## config.mk

```make
export PLATFORM = sky130hd
export DESIGN_NAME = xz_debounce
export DESIGN_NICKNAME = d
export VERILOG_FILES = /design/src/rtl/xz_pkg.sv /design/src/rtl/sync_chain.sv /design/src/rtl/xz_debounce.sv
export SDC_FILE = /design/constraint.sdc
export NUM_CORES = 1
export LEC_CHECK = 0
export CAP_MARGIN = 0
export CORE_UTILIZATION = 52
export DETAILED_ROUTE_END_ITERATION = 6
export PLACE_DENSITY = 0.81
export SLEW_MARGIN = 25
export SYNTH_ARGS = -nofsm -noshare
export SYNTH_HDL_FRONTEND = slang
export SYNTH_SLANG_ARGS = --single-unit
```

## constraint.sdc

```tcl
create_clock -name clk -period 2 [get_ports clk]
set_clock_uncertainty 0.05 [all_clocks]
set_input_delay 0.2 -clock clk [delete_from_list [all_inputs] [get_ports clk]]
set_output_delay 0.2 -clock clk [all_outputs]
set_load 0.1 [all_outputs]
```

## src/rtl/xz_pkg.sv

```systemverilog
// Shared types for the x/z input conditioning stage.
//   state_e  : debouncer state (stable / settling / post-commit lockout)
//   pair_t   : {x, z} pair, x in bit 1, z in bit 0
//   XZ_RESET : pair value loaded on reset
package xz_pkg;

  typedef enum logic [1:0] {
    StStable   = 2'd0,
    StSettling = 2'd1,
    StLockout  = 2'd2
  } state_e;

  typedef logic [1:0] pair_t;

  localparam pair_t XZ_RESET = 2'b00;

endpackage

```

## src/rtl/sync_chain.sv

```systemverilog
// One-bit multi-flop synchroniser for an asynchronous input.
//   clk_i : sampling clock
//   rst_i : synchronous, active-high reset; clears every stage to 0
//   d_i   : asynchronous input
//   q_o   : synchronised output (last stage)
module sync_chain #(
  parameter int unsigned Stages = 2
) (
  input  logic clk_i,
  input  logic rst_i,
  input  logic d_i,
  output logic q_o
);

  logic [Stages-1:0] sync_q;

  always_ff @(posedge clk_i) begin
    if (rst_i) begin
      sync_q <= '0;
    end else begin
      sync_q <= {sync_q[Stages-2:0], d_i};
    end
  end

  assign q_o = sync_q[Stages-1];

endmodule

```

## src/rtl/xz_debounce.sv

```systemverilog
// Synchronises and pair-debounces the raw x/z controls so the downstream FSM only
// ever sees {x, z} change atomically, with a one-cycle strobe on every commit.
//   clk   : system clock, rising edge
//   rst   : synchronous, active-high reset
//   x_raw : asynchronous raw x
//   z_raw : asynchronous raw z
//   x, z  : debounced pair, registered
//   chg   : one-cycle pulse in the cycle after a new pair is committed
//   busy  : candidate settling or post-commit lockout in progress
// Optional: define XZ_DEBOUNCE_LOCKOUT_EN to ignore the inputs for LOCKOUT_CYCLES
// edges after each commit.
module xz_debounce
  import xz_pkg::*;
#(
  parameter int unsigned SYNC_STAGES    = 2,
  parameter int unsigned DEB_CYCLES     = 16,
  parameter int unsigned LOCKOUT_CYCLES = 8
) (
  input  logic clk,
  input  logic rst,
  input  logic x_raw,
  input  logic z_raw,
  output logic x,
  output logic z,
  output logic chg,
  output logic busy
);

  localparam int unsigned   CntW    = $clog2(DEB_CYCLES + 1);
  localparam logic [CntW-1:0] DebLast = CntW'(DEB_CYCLES);

  logic            x_sync, z_sync;
  pair_t           s;
  state_e          state_q, state_d;
  pair_t           out_q, out_d;
  pair_t           cand_q, cand_d;
  logic [CntW-1:0] cnt_q, cnt_d;
  logic            chg_q, chg_d;
  logic            busy_q, busy_d;
  logic            commit;

  sync_chain #(
    .Stages(SYNC_STAGES)
  ) u_sync_x (
    .clk_i(clk),
    .rst_i(rst),
    .d_i  (x_raw),
    .q_o  (x_sync)
  );

  sync_chain #(
    .Stages(SYNC_STAGES)
  ) u_sync_z (
    .clk_i(clk),
    .rst_i(rst),
    .d_i  (z_raw),
    .q_o  (z_sync)
  );

  assign s = {x_sync, z_sync};

`ifdef XZ_DEBOUNCE_LOCKOUT_EN
  localparam int unsigned   LkW    = $clog2(LOCKOUT_CYCLES + 1);
  localparam logic [LkW-1:0] LkLast = LkW'(LOCKOUT_CYCLES - 1);

  logic [LkW-1:0] lk_q, lk_d;

  always_ff @(posedge clk) begin
    if (rst) begin
      lk_q <= '0;
    end else begin
      lk_q <= lk_d;
    end
  end
`else
  logic [31:0] unused_lockout_cycles;
  assign unused_lockout_cycles = LOCKOUT_CYCLES;
`endif

  // State register: every output is a flop.
  always_ff @(posedge clk) begin
    if (rst) begin
      state_q <= StStable;
      out_q   <= XZ_RESET;
      cand_q  <= XZ_RESET;
      cnt_q   <= '0;
      chg_q   <= 1'b0;
      busy_q  <= 1'b0;
    end else begin
      state_q <= state_d;
      out_q   <= out_d;
      cand_q  <= cand_d;
      cnt_q   <= cnt_d;
      chg_q   <= chg_d;
      busy_q  <= busy_d;
    end
  end

  // Next-state logic.
  always_comb begin
    state_d = state_q;
    cand_d  = cand_q;
    cnt_d   = cnt_q;
    commit  = 1'b0;
`ifdef XZ_DEBOUNCE_LOCKOUT_EN
    lk_d    = lk_q;
`endif
    unique case (state_q)
      StStable: begin
        cnt_d = '0;
        if (s != out_q) begin
          cand_d = s;
          // A single matching sample is already enough when DEB_CYCLES is 1.
          if (DebLast == CntW'(1)) begin
            commit = 1'b1;
          end else begin
            cnt_d   = CntW'(1);
            state_d = StSettling;
          end
        end
      end
      StSettling: begin
        if (s == out_q) begin
          state_d = StStable;
          cnt_d   = '0;
        end else if (s == cand_q) begin
          if (cnt_q + CntW'(1) == DebLast) begin
            commit = 1'b1;
            cnt_d  = '0;
          end else begin
            cnt_d = cnt_q + CntW'(1);
          end
        end else begin
          cand_d = s;
          cnt_d  = CntW'(1);
        end
      end
`ifdef XZ_DEBOUNCE_LOCKOUT_EN
      StLockout: begin
        if (lk_q == LkLast) begin
          state_d = StStable;
        end else begin
          lk_d = lk_q + LkW'(1);
        end
      end
`endif
      default: state_d = StStable;
    endcase
    if (commit) begin
`ifdef XZ_DEBOUNCE_LOCKOUT_EN
      state_d = StLockout;
      lk_d    = '0;
`else
      state_d = StStable;
`endif
    end
  end

  // Output logic: x and z load together so no mixed pair is ever visible.
  always_comb begin
    out_d  = out_q;
    if (commit) begin
      out_d = cand_d;
    end
    chg_d  = commit;
    busy_d = (state_d == StSettling) || (state_d == StLockout);
  end

  assign x    = out_q[1];
  assign z    = out_q[0];
  assign chg  = chg_q;
  assign busy = busy_q;

endmodule

```

==> results by group, run 1 <==
Power and ir drop
  – Switching part of the total: 23.1%
  – Internal power: 448 µW
  – Lkg Pwr: approximately 0.00032 µW
  – Pwr per Cell Area: 682 nW/µm²
  – IR drop worst, VDD: 0.498 mV
  – Overall power: 582 µW
  – Register share of total power: just over 60%
  – Combinational power share: around 8.1%
  – Psw: 135 µW
  – Clock Power Share: between 30% and 40%

Global routing
  – Largest net degree at the start of global routing: 17
  – Number of global-route vias before repair: 445
  – Total global-route track usage: 18.8%
  – Initial antenna violation count: 0
  – GRT Residual Overflow: 0
  – First-pass GRT wire length: roughly 2000 µm

Timing
  – Setup TNS: 0 ns
  – Final setup viols: 0
  – Hold_ws: 0.389 ns
  – Max transition margin: 65.3%
  – Final hold vios: 0
  – Max-slew violations: 0
  – Tcrit/Tclk final: about four fifths
  – Worst Max-Slew Pin Slew: about 0.52 ns
  – FMAX: roughly 0.6 GHz
  – Final min period: around 1.6 ns
  – Final WS setup: 0.365 ns
  – RSZ-0062 raised after global routing: no

Layout
  – Commonest non-fill, non-tap cells in the layout: 15 x dfxtp_1, 9 x nor2b_1, 6 x nor2_1, 6 x nand2_1
  – ANT cells: 0
  – Fillers: 123
  – Area grow syn2layout: 13.3%
  – Most common cell after layout, fill and taps aside: dfxtp_1
  – Final #Nets: 92
  – Fin cells: 101
  – Layout cell share with drive strength beyond 1: 14.0%

Clock tree
  – Post-CTS sizing: 0
  – Setup Fix Bufs, Post-CTS: 0
  – Bufs on Longest Clock Path: 2
  – Worst-path clk slew: 0.09 ns
  – CTS root buffer: clkbuf_4
  – CTS tree: done
  – Clock latency reported for the late side of the worst-skew pair: 0.28 ns
  – H-tree depth: 1
  – Post-cts hold buffer count: 0
  – Number of buffers created by CTS: 3
  – Clock sink count: 17

Route
  – Post-DR wirelength/cell: roughly 12 µm
  – Via/cell ratio: 5.42
  – Initial DRC count: 6
  – First drt pass iteration count: 4
  – Vias: 547
  – Routed Antenna Nets: 0
  – DR DRC count: 0
  – Routed WL: 1170 µm

Die
  – I/O pin cnt: 8
  – Initial core utilization: 57.2%
  – DIE AREA: 1600 µm²
  – Core area: between 1000 and 1500 µm²
  – Site Rows: 13
  – Die width: 40.1 µm
  – Die Y: 40.1 µm

Yosys
  – Cell variety after synth: 22
  – Leading area contributor after synthesis: dfxtp_1
  – Xor/xnor cell area share of the yosys netlist: just under 6%
  – Yosys warns: 0
  – Adder-Cell Fraction of Synth Area: 1.66%
  – Area contributors post-synth: dfxtp_1 45%, nor2b_1 7.5%, mux2i_1 6.6%
  – Syn Area/Cell: 9.78 µm²
  – Seq/Total Area, Yosys: 45.2%
  – Mux cell area share after synthesis: between 6 and 7%
  – Largest family of logic cells by synthesized area: simple AND/OR/NAND/NOR gates
  – Synth top area share: 45.2%
  – Synthesized net count: between 80 and 90
  – Post-Synthesis Cells: 77
  – Syn Std Cell Area: 753 µm²
  – Post-synthesis share of cell area spent on and, or, nand and nor gates: 22.9%
  – Compound-Gate Fraction of Synth Area: 15.3%
  – Flops & latches, synth: 17

Setup path
  – Critical R2R Launch: u_sync_x.sync_q[1]
  – CP startpoint: u_sync_x.sync_q[1]
  – Slowest-stage cell, CP: nor4_4
  – CP cell instances: xnor2_1, nand3_4, nor4_4, mux2i_1, nor2_1
  – Critical path's largest stage delay: 0.37 ns
  – Crit end category: flip-flop
  – Critical path peak fanout: 5
  – Required time worst endpoint: 2.10 ns
  – Crit path launch type: flip-flop
  – Arrival time of the worst setup path: 1.74 ns
  – Critical path type: flip-flop to flip-flop

Min path
  – Hold path start: u_sync_x.sync_q[0]
  – Hold Path Class: flip-flop to flip-flop

Placed design
  – Dpl cells: 97
  – Post-place setup slack: 0.357 ns
  – Hpwl dp: 881 µm
  – Number of port buffers: 7
  – Global placer's final weighted congestion: 0.734

Status
  – Status: finished, final reports clean

Flow run
  – Max Cap Violations: 0
[state kept, by name, indices dropped and copies added (netlist names)]
name	flops
cnt_q	5
u_sync_x.sync_q	2
out_q	2
u_sync_z.sync_q	2
state_q	2
chg	1
busy	1
cand_q	2
[final timing paths]
check	to	slack [ns]	cells past startpoint
hold reg to reg	u_sync_x.sync_q[1]	0.39	1
setup / recovery	out_q[0]	0.37	5
setup reg to reg	out_q[0]	0.37	5
hold / removal	u_sync_x.sync_q[1]	0.39	1
[power groups by stage]
stage | Clock [µW] | Combinational [µW] | Sequential, µW
floorplan | 0 | 33.6 | 366
global placement | 0 | 47.0 | 366
detailed placement | 0 | 47.3 | 366
CTS | 183 | 47.9 | 359
global route | 198 | 52.5 | 360
finish | 177 | 47.3 | 358
[synthesized netlist by cell type]
| library cell | count |
|---|---|
| a21o_4 | 1 |
| a21oi_1 | 2 |
| a22oi_1 | 5 |
| a31oi_1 | 1 |
| clkbuf_1 | 2 |
| conb_1 | 1 |
| dfxtp_1 | 17 |
| ha_1 | 1 |
| inv_1 | 2 |
| mux2i_1 | 5 |
| nand2_1 | 6 |
| nand3_1 | 1 |
| nand3_4 | 1 |
| nand3b_1 | 1 |
| nor2_1 | 6 |
| nor2b_1 | 9 |
| nor3_1 | 4 |
| nor4_4 | 1 |
| o21ai_0 | 1 |
| o21bai_1 | 2 |
| o2bb2ai_1 | 3 |
| xnor2_1 | 5 |
[layer usage]
layer  wire, µm  track usage [%]  share of wire [%]
met1        590             26.0                 51
met2        499             27.4                 43
met3         69             5.00                5.9
met4          6             7.76               0.51
met5          0                0                  0
[cell type report]
cell class | count | area [µm²] | share of cell area (%)
sequential | 17 | 343 | 40.2
clock buffer | 4 | 26.3 | 3.08
timing repair buffer | 7 | 60.1 | 7.04
inverter | 2 | 7.51 | 0.880
tap | 15 | 18.8 | 2.20
multi-input combinational | 56 | 398 | 46.6
[cells by family (layout without fill, tap and decap cells)]
| group | count (synthesis) | in the layout |
|---|---|---|
| AO/OA/AOI/OAI | 15 | 15 |
| XOR/XNOR | 5 | 5 |
| adder cells (fa/ha/maj) | 1 | 1 |
| buffers and inverters | 4 | 13 |
| flip-flops | 17 | 17 |
| multiplexers | 5 | 5 |
| other | 1 | 1 |
| AND/OR/NAND/NOR | 29 | 29 |
[critical path, delay by kind of cell, from the launching register on]
family        cells  cell delay (ns)
flops             1             0.36
simple gates      3             0.57
xor+xnor          1             0.30
mux               1             0.23
[per-stage QoR]
stage	utilization, %	instance area [µm²]
final	64.8	853
after global routing	64.8	853
after CTS	64.8	853
after detailed placement	62.8	827
after global placement	62.8	827
after floorplan	-	756
(Power assumes the default switching activity.)
==> inputs of run 2 (changes only) <==
==> constraint.sdc (replaced) <==
create_clock -name clk -period 1.6 [get_ports clk]
set_clock_uncertainty 0.05 [all_clocks]
set_input_delay 0.16 -clock clk [delete_from_list [all_inputs] [get_ports clk]]
set_output_delay 0.16 -clock clk [all_outputs]
set_load 0.1 [all_outputs]
==> run 2 against run 1 <==
Against the previous run:
- first-iteration DRC count grew to 3.3 times the previous value
- global-route usage is 2.6 points higher
- utilization increased by 13 points
- final area increased by 20%
- non-clock buffer count rose by 7
- hold slack worse by 0.015 ns
- power rose by 30%
- register-to-register slack worse by 0.29 ns
==> results by group, run 2 (synthesis results as in run 1) <==
Clock tree
  – H-tree depth: 1 (unchanged)
  – CTS tree: done
  – CTS root buffer: clkbuf_4
  – Worst-path clk slew: 0.10 ns (about the same)
  – Bufs on Longest Clock Path: 2 (unchanged)
  – Post-cts hold buffer count: 0 (unchanged)
  – Clock latency reported for the late side of the worst-skew pair: 0.28 ns (about the same)
  – Clock sink count: 17 (unchanged)
  – Number of buffers created by CTS: 3 (unchanged)

Die
  – Die Y: 40.1 µm (unchanged)
  – Initial core utilization: 57.2% (unchanged)
  – Site Rows: 13 (unchanged)
  – Die width: 40.1 µm (unchanged)
  – I/O pin cnt: 8 (unchanged)
  – DIE AREA: 1600 µm² (unchanged)
  – Core area: 1320 µm² (unchanged)

Setup path
  – Crit path launch type: flip-flop
  – CP cell instances: ha_4, nand2_2, nor4_4, mux2i_1, nor2_1
  – Critical path peak fanout: 4 (-1)
  – Worst path bufs/invs: 0 (unchanged)
  – Arrival time of the worst setup path: 1.66 ns (-0.08 ns)
  – Required time worst endpoint: 1.74 ns (-0.36 ns)
  – Critical path's largest stage delay: 0.43 ns (+0.06 ns)
  – Slowest-stage cell, CP: dfxtp_1
  – Delay-heaviest family, CP: simple AND/OR/NAND/NOR gates
  – Critical path type: flip-flop to flip-flop
  – Crit end category: flip-flop

Layout
  – Multi-input gate area: 454 µm² (+14%)
  – Fillers: 92 (-25%)
  – Final Core Density: 77.5% (+13 points)
  – Commonest non-fill, non-tap cells in the layout: 13 x dfxtp_1, 9 x nor2b_1, 7 x buf_4
  – Final #Nets: 99 (+7.6%)
  – Max reg flops: 5 (unchanged)
  – Most common cell after layout, fill and taps aside: dfxtp_1
  – Final Cell Area: 1020 µm² (+20%)
  – Layout cell share with drive strength beyond 1: 30.1% (+16 points)
  – Area grow syn2layout: 35.5%
  – Most flop-heavy register: cnt_q
  – Register area: 350 µm² (+2.2%)
  – ANT cells: 0 (unchanged)

Route
  – Routed Antenna Nets: 0 (unchanged)
  – Vias: 582 (+6.4%)
  – First drt pass iteration count: 4 (unchanged)
  – Via/cell ratio: 5.39 (-0.50%)
  – Initial DRC count: 20 (+14)
  – Routed WL: 1450 µm (+24%)
  – Post-DR wirelength/cell: 13.4 µm (+16%)
  – DR DRC count: 0 (unchanged)

Timing
  – Final hold vios: 0 (unchanged)
  – Final setup viols: 0 (unchanged)
  – Max-slew violations: 0 (unchanged)
  – RSZ-0062 raised after global routing: no
  – Final min period: 1.53 ns (-0.106 ns)
  – Tcrit/Tclk final: 95.5% (+14 points)
  – Setup TNS: 0 ns (unchanged)
  – FMAX: 0.654 GHz (+7.0%)
  – Hold_ws: 0.374 ns (-0.0146 ns)

Global routing
  – First-pass GRT wire length: 2260 µm (+13%)
  – Number of global-route vias before repair: 557 (+25%)
  – Largest net degree at the start of global routing: 11 (-6)
  – GRT Residual Overflow: 0 (unchanged)
  – Initial antenna violation count: 0 (unchanged)
  – Total global-route track usage: 21.4% (+2.6 points)

Placed design
  – Hpwl dp: 1050 µm (+19%)
  – Global placer's final weighted congestion: 0.747 (+1.8%)
  – Placed cell areas: 961 µm² (+16%)
  – Number of port buffers: 7 (unchanged)

Status
  – Status: finished, final reports clean

Power and ir drop
  – IR drop worst, VDD: 0.491 mV (-1.5%)
  – Lkg Pwr: 0.000374 µW (+17%)
  – Pwr per Cell Area: 740 nW/µm² (+8.4%)

Min path
  – Hold Path Class: input port to flip-flop

Flow run
  – Max Cap Violations: 0 (unchanged)
-- run 2: power by group --
| group | internal (µW) | switching [µW] | total [µW] |
|---|---|---|---|
| logic | 45.2 | 38.6 | 83.8 |
| registers | 432 | 13.9 | 446 |
| clock network | 92.8 | 133 | 226 |
| total | 570 | 186 | 756 |
-- run 2: cell type report --
cell class	instances	area share [%]
clock buffer	3	2.21
multi-input combinational	56	44.5
inverter	2	0.735
sequential	17	34.3
timing repair buffer	14	15.9
tap	15	1.84
clock inverter	1	0.490
-- run 2: worst register-to-register path, cell delays in order (launching register included) --
cell     delay [ns]
dfxtp_1        0.43
ha_4           0.18
nand2_2        0.10
nor4_4         0.38
mux2i_1        0.23
nor2_1         0.05
-- run 2: what timing repair did --
action / CTS / global route
pin swaps: 0 / 1
resized for setup: 2 / 5
setup endpoints to repair: 2 / 5
buffers inserted: 0 / 0
-- run 2: worst paths after layout --
check	from	endpoint	slack, ns	cells after the start
setup / recovery	cnt_q[1]	out_q[0]	0.07	5
hold reg to reg	u_sync_z.sync_q[0]	u_sync_z.sync_q[1]	0.40	1
setup reg to reg	cnt_q[1]	out_q[0]	0.07	5
hold / removal	z_raw	u_sync_z.sync_q[0]	0.37	2
-- run 2: per-stage QoR --
stage / setup slack, ns / std cells / total power (µW)
final: 0.0716 / 108 / 756
after global placement: 0.0346 / 104 / 530
after detailed placement: -0.0293 / 104 / 532
after CTS: 0.0261 / 108 / 758
after floorplan: -0.0488 / 77 / 500
after global routing: 0.00302 / 108 / 781
-- run 2: layer usage --
metal	vias up	part of all wire (%)	global-route usage (%)	routed length [µm]
li1	297	-	-	-
met1	268	46	26.4	673
met2	15	50	37.1	721
met3	2	3.2	3.33	47
met4	0	0.41	7.76	6
met5	-	0	0	0
